==> src/rtl/uart_rx_fifo.sv <==
// uart_rx_fifo: first-word-fall-through byte FIFO between the uart receiver and the bus RX registers.
// Pushes that arrive while full are dropped and latch the sticky overrun flag.
module uart_rx_fifo #(
  parameter int DEPTH = 16,
  parameter int WIDTH = 8,
  localparam int CW = $clog2(DEPTH) + 1
) (
  input  logic             clk,
  input  logic             reset,
  input  logic [WIDTH-1:0] rx_data,
  input  logic             rx_valid_p,
  input  logic             rd_en,
  input  logic             flush,
  input  logic             clr_overrun,
  output logic [WIDTH-1:0] rd_data,
  output logic             empty,
  output logic             full,
  output logic [CW-1:0]    count,
  output logic             overrun
);
  localparam int AW = $clog2(DEPTH);
  logic [WIDTH-1:0] mem_q [DEPTH];
  logic [AW-1:0] wr_ptr_q, wr_ptr_d, rd_ptr_q, rd_ptr_d;
  logic [CW-1:0] count_q, count_d;
  logic overrun_q, overrun_d, push_ok, pop_ok;
  assign empty   = count_q == '0;
  assign full    = count_q == CW'(DEPTH);
  assign count   = count_q;
  assign overrun = overrun_q;
  assign rd_data = empty ? '0 : mem_q[rd_ptr_q];
  // A push while full is legal when the head is popped in the same cycle.
  assign push_ok = rx_valid_p & (~full | rd_en);
  assign pop_ok  = rd_en & ~empty;
  always_comb begin
    wr_ptr_d  = flush ? '0 : push_ok ? wr_ptr_q + AW'(1) : wr_ptr_q;
    rd_ptr_d  = flush ? '0 : pop_ok ? rd_ptr_q + AW'(1) : rd_ptr_q;
    count_d   = flush ? '0 : (push_ok & ~pop_ok) ? count_q + CW'(1) :
                (pop_ok & ~push_ok) ? count_q - CW'(1) : count_q;
    overrun_d = flush ? 1'b0 : (rx_valid_p & full & ~rd_en) ? 1'b1 :
                clr_overrun ? 1'b0 : overrun_q;
  end
  always_ff @(posedge clk or negedge reset) begin
    if (!reset) begin
      wr_ptr_q  <= '0;
      rd_ptr_q  <= '0;
      count_q   <= '0;
      overrun_q <= 1'b0;
    end else begin
      wr_ptr_q  <= wr_ptr_d;
      rd_ptr_q  <= rd_ptr_d;
      count_q   <= count_d;
      overrun_q <= overrun_d;
    end
  end
  always_ff @(posedge clk) begin
    if (push_ok && !flush) mem_q[wr_ptr_q] <= rx_data;
  end
endmodule
==> config.mk <==
export PLATFORM = sky130hd
export DESIGN_NAME = uart_rx_fifo
export DESIGN_NICKNAME = d
export VERILOG_FILES = /design/src/rtl/uart_rx_fifo.sv
export SDC_FILE = /design/constraint.sdc
export NUM_CORES = 1
export LEC_CHECK = 0
export CORE_MARGIN = 3
export CORE_UTILIZATION = 45
export CTS_CLUSTER_DIAMETER = 100
export DETAILED_ROUTE_END_ITERATION = 8
export HOLD_SLACK_MARGIN = 0.06
export MAX_ROUTING_LAYER = met4
export PLACE_DENSITY = 0.67
export SYNTH_ARGS = -nofsm -noshare
export SYNTH_HDL_FRONTEND = slang
export SYNTH_SLANG_ARGS = --single-unit
==> constraint.sdc <==
create_clock -name clk -period 2.3 [get_ports clk]
set_clock_uncertainty 0.05 [all_clocks]
set_input_delay 0.345 -clock clk [delete_from_list [all_inputs] [get_ports clk]]
set_output_delay 0.345 -clock clk [all_outputs]
set_load 0.005 [all_outputs]
==> run metrics <==
first-pass GRT wire length 19.5 mm; most common library cell in the layout ignoring fill and taps edfxtp_1; Detailed Route Iter0 Violations 267; power per cell area 1030 nW/µm²; GR Overflow Total 0; static leakage about 2.6 nW; post-route setup slack -0.293 ns; total power between 0.007 and 0.008 W; worst flop-to-flop path startpoint count[0]$_DFFE_PN0P_; Worst-Skew Late Latency between 0.4 and 0.5 ns; largest fanout on the critical path 5; gate count of the mapped netlist 319; cell-by-cell trace of the critical path buf_12 > buf_12 > mux4_2 > nor2b_4 > a211oi_2 > a211oi_2 > buf_2; Post-layout nets 429; Placer Congestion 0.875; count of final max-slew check failures 0; pin count of the biggest net entering global routing 17; number of clock sinks around 140; FF-to-FF path depth 9; combined global-route utilization of all metal layers 19.1%; number of register bits inferred by synthesis 142; area grow syn2layout 31.5%; Vias/cell between 5 and 6; placed standard-cell area 6710 µm²; Post-synth ARST share 9.86%; Arrival @ worst endpoint 2.20 ns; Yosys warnings 0; number of primary I/O pins 30; net switching power 0.00224 W; number of global-route vias before repair 3379; Internal Power around 0.0057 W; Met3 Wirelength 587 µm; sequential fraction of the synthesis area approximately 71%; CTS Buffer Depth 2; clock tree from TritonCTS yes; final antenna-violating net count 0; worst hold path type primary input to asynchronous set/reset pin; category of the critical setup timing path register to output port; Switching Share 28.2%; Post-CTS Hold Buffers 0; overall routed net length approximately 13 mm; Max Cap Violations 0; Inserted Clock Buffers 17; wire length on met2 approximately 6.3 mm; port bufs 29; die area about 15000 µm²; CTS H-tree lvls 4; setup slack after placement -0.174 ns; largest stage delay on the critical path 0.48 ns; detailed-placement wirelength estimate 7.54 mm; number of buffers and inverters on the critical path 3; worst-case headroom to the max-slew limit 47.0%; Syn Std Cell Area 5910 µm²; die height between 100 and 150 µm; slowest cell on the critical path mux4_2; Inserted Diodes 0; Worst Max-Slew Pin Slew 0.792 ns; number of logic stages on the critical path including buffering 7; worst reg2reg endpoint count[4]$_DFFE_PN0P_; core footprint 12700 µm²; share of post-route cells with drive strength above 1 a little under half; detailed-routing iteration count for the pre-antenna-repair pass 4; Fmax achieved 386 MHz; sequential group share of total power 37.1%; internal reg-to-reg setup slack -0.19 ns; number of failing hold endpoints at the final stage 0; root buffer cell clkbuf_16; post-detailed-route wirelength per cell 21.2 µm; post-synthesis cell type count 43; commonest non-fill, non-tap cells in the layout 128 x edfxtp_1, 33 x buf_4, 32 x mux4_2; clock period minus final worst setup slack 2.59 ns; Max IR drop VDD 463 µV; uppermost layer routed met4; Final Instance Area 7770 µm²; end point of the critical path rd_data[5]; number of failing setup endpoints in the final timing report 12; aggregate negative setup slack -2.44 ns; post-route worst hold slack 0.290 ns; kind of cell adding the most delay to the critical path multiplexers; total number of vias 3218; Comb power frac 29.8%; violated checks negative setup slack; sum of routed wire segments on met1 5.38 mm; part of the total power dissipated in the clock network 33.1%; CP Data Required Time ~1.9 ns; outcome complete, but fails checks; post-CTS clock slew at the launch and capture registers of the worst setup and hold paths 0.06 ns; most used flip-flop cell after synthesis edfxtp_1; starting density of the core a little under half; CP Launch Type register; horizontal die dimension 121 µm; net count after synthesis between 300 and 400; mean cell area of the mapped netlist 18.5 µm²; worst setup path start rd_ptr_q[1]$_DFFE_PN0P_; FP Rows 41; crit end category output port; number of antenna violations at the first check in global routing 0; unrepaired setup endpoints after global routing true; Period Utilization, post-route 113%; count of unresolved DRC violations after routing 0; Post-synth EDFFs between 100 and 150
==> logic make-up (layout without fill, tap and decap cells) <==
kind of cell / after synthesis / count (layout) / share of synthesized area [%]
xor gates and xnor gates: 6 / 6 / 0.889
DFF: 142 / 142 / 71.0
and+or+nand+nor: 61 / 61 / 5.13
AOI/OAI and AO/OA: 31 / 31 / 4.15
adders and majority gates: 10 / 10 / 2.24
muxes: 48 / 48 / 15.0
buffers and inverters: 21 / 120 / 1.61
==> registers in the layout, indices dropped and copies added (netlist names) <==
name / cells
count: 5
mem_q: 128
overrun: 1
rd_ptr_q: 4
wr_ptr_q: 4
==> power by group through the flow <==
| stage | sequential (W) | clock [W] | combinational (W) |
|---|---|---|---|
| 6_report | 0.00296 | 0.00264 | 0.00238 |
| 5_1_grt | 0.00297 | 0.00278 | 0.00254 |
| 4_1_cts | 0.00296 | 0.00267 | 0.00232 |
| 3_5_place_dp | 0.00301 | 0 | 0.00188 |
| 3_3_place_gp | 0.00300 | 0 | 0.00185 |
| 2_1_floorplan | 0.00302 | 0 | 0.000962 |
==> what timing repair did <==
action,in CTS,in global routing
endpoints found under the setup margin,53,134
cloned,3,0
pin swaps,24,11
buffers inserted,12,5
resized for setup,94,22
==> per-layer routing <==
layer	track usage (%)	vias up
met5	-	-
met4	7.44	0
met3	4.44	28
met2	29.5	90
met1	24.9	1649
li1	-	1451
==> per-stage QoR <==
| step | cells | utilization, % |
|---|---|---|
| final | 590 | 61.1 |
| after global routing | 590 | 61.1 |
| after CTS | 588 | 60.6 |
| after detailed placement | 541 | 52.7 |
| after global placement | 541 | 52.7 |
| after floorplan | 319 | - |
==> area by class of cell <==
type	instances	area, µm²
sequential	142	4200
multi-input combinational	156	1910
clock inverter	15	149
tap	172	215
inverter	5	20.0
clock buffer	17	425
fill	934	4950
timing repair buffer	83	853
==> synthesized netlist by cell type (2+ instances only) <==
library cell  instances  area, µm²
and3_1                3       18.8
ha_1                  9        113
nor2b_1              11       68.8
nand3_1               3       15.0
inv_1                 4       15.0
xor2_1                4       35.0
nor2_1               27        101
buf_4                 2       15.0
buf_1                 3       11.3
o211ai_1              2       15.0
mux2i_1              12        120
xnor2_1               2       17.5
dfrtp_1              14        350
clkbuf_1              4       15.0
a211oi_1             16        120
buf_2                 6       30.0
mux4_2               32        721
nand2_1               8       30.0
edfxtp_1            128       3840
a21oi_1               4       20.0
mux2_1                3       33.8
==> how the worst min path moves through the flow <==
stage | cells after the start | startpoint | endpoint | slack, ns
finish | 1 | reset | count[4]$_DFFE_PN0P_ | 0.29
global route | 1 | reset | count[4]$_DFFE_PN0P_ | 0.34
global placement | 3 | overrun$_DFFE_PN0P_ | overrun$_DFFE_PN0P_ | 0.55
floorplan | 0 | reset | count[0]$_DFFE_PN0P_ | -0.0006
detailed placement | 3 | overrun$_DFFE_PN0P_ | overrun$_DFFE_PN0P_ | 0.56
CTS | 1 | reset | count[4]$_DFFE_PN0P_ | 0.32
==> worst reg2reg max path: stages (launching register included) <==
cell      delay, ns
dfrtp_2        0.43
nor4_4         0.36
buf_4          0.19
mux2i_4        0.23
nand2_2        0.12
ha_1           0.34
a21oi_2        0.16
a21boi_0       0.10
a311o_1        0.31
a31oi_1        0.12
Power figures use the tool's default switching activity.
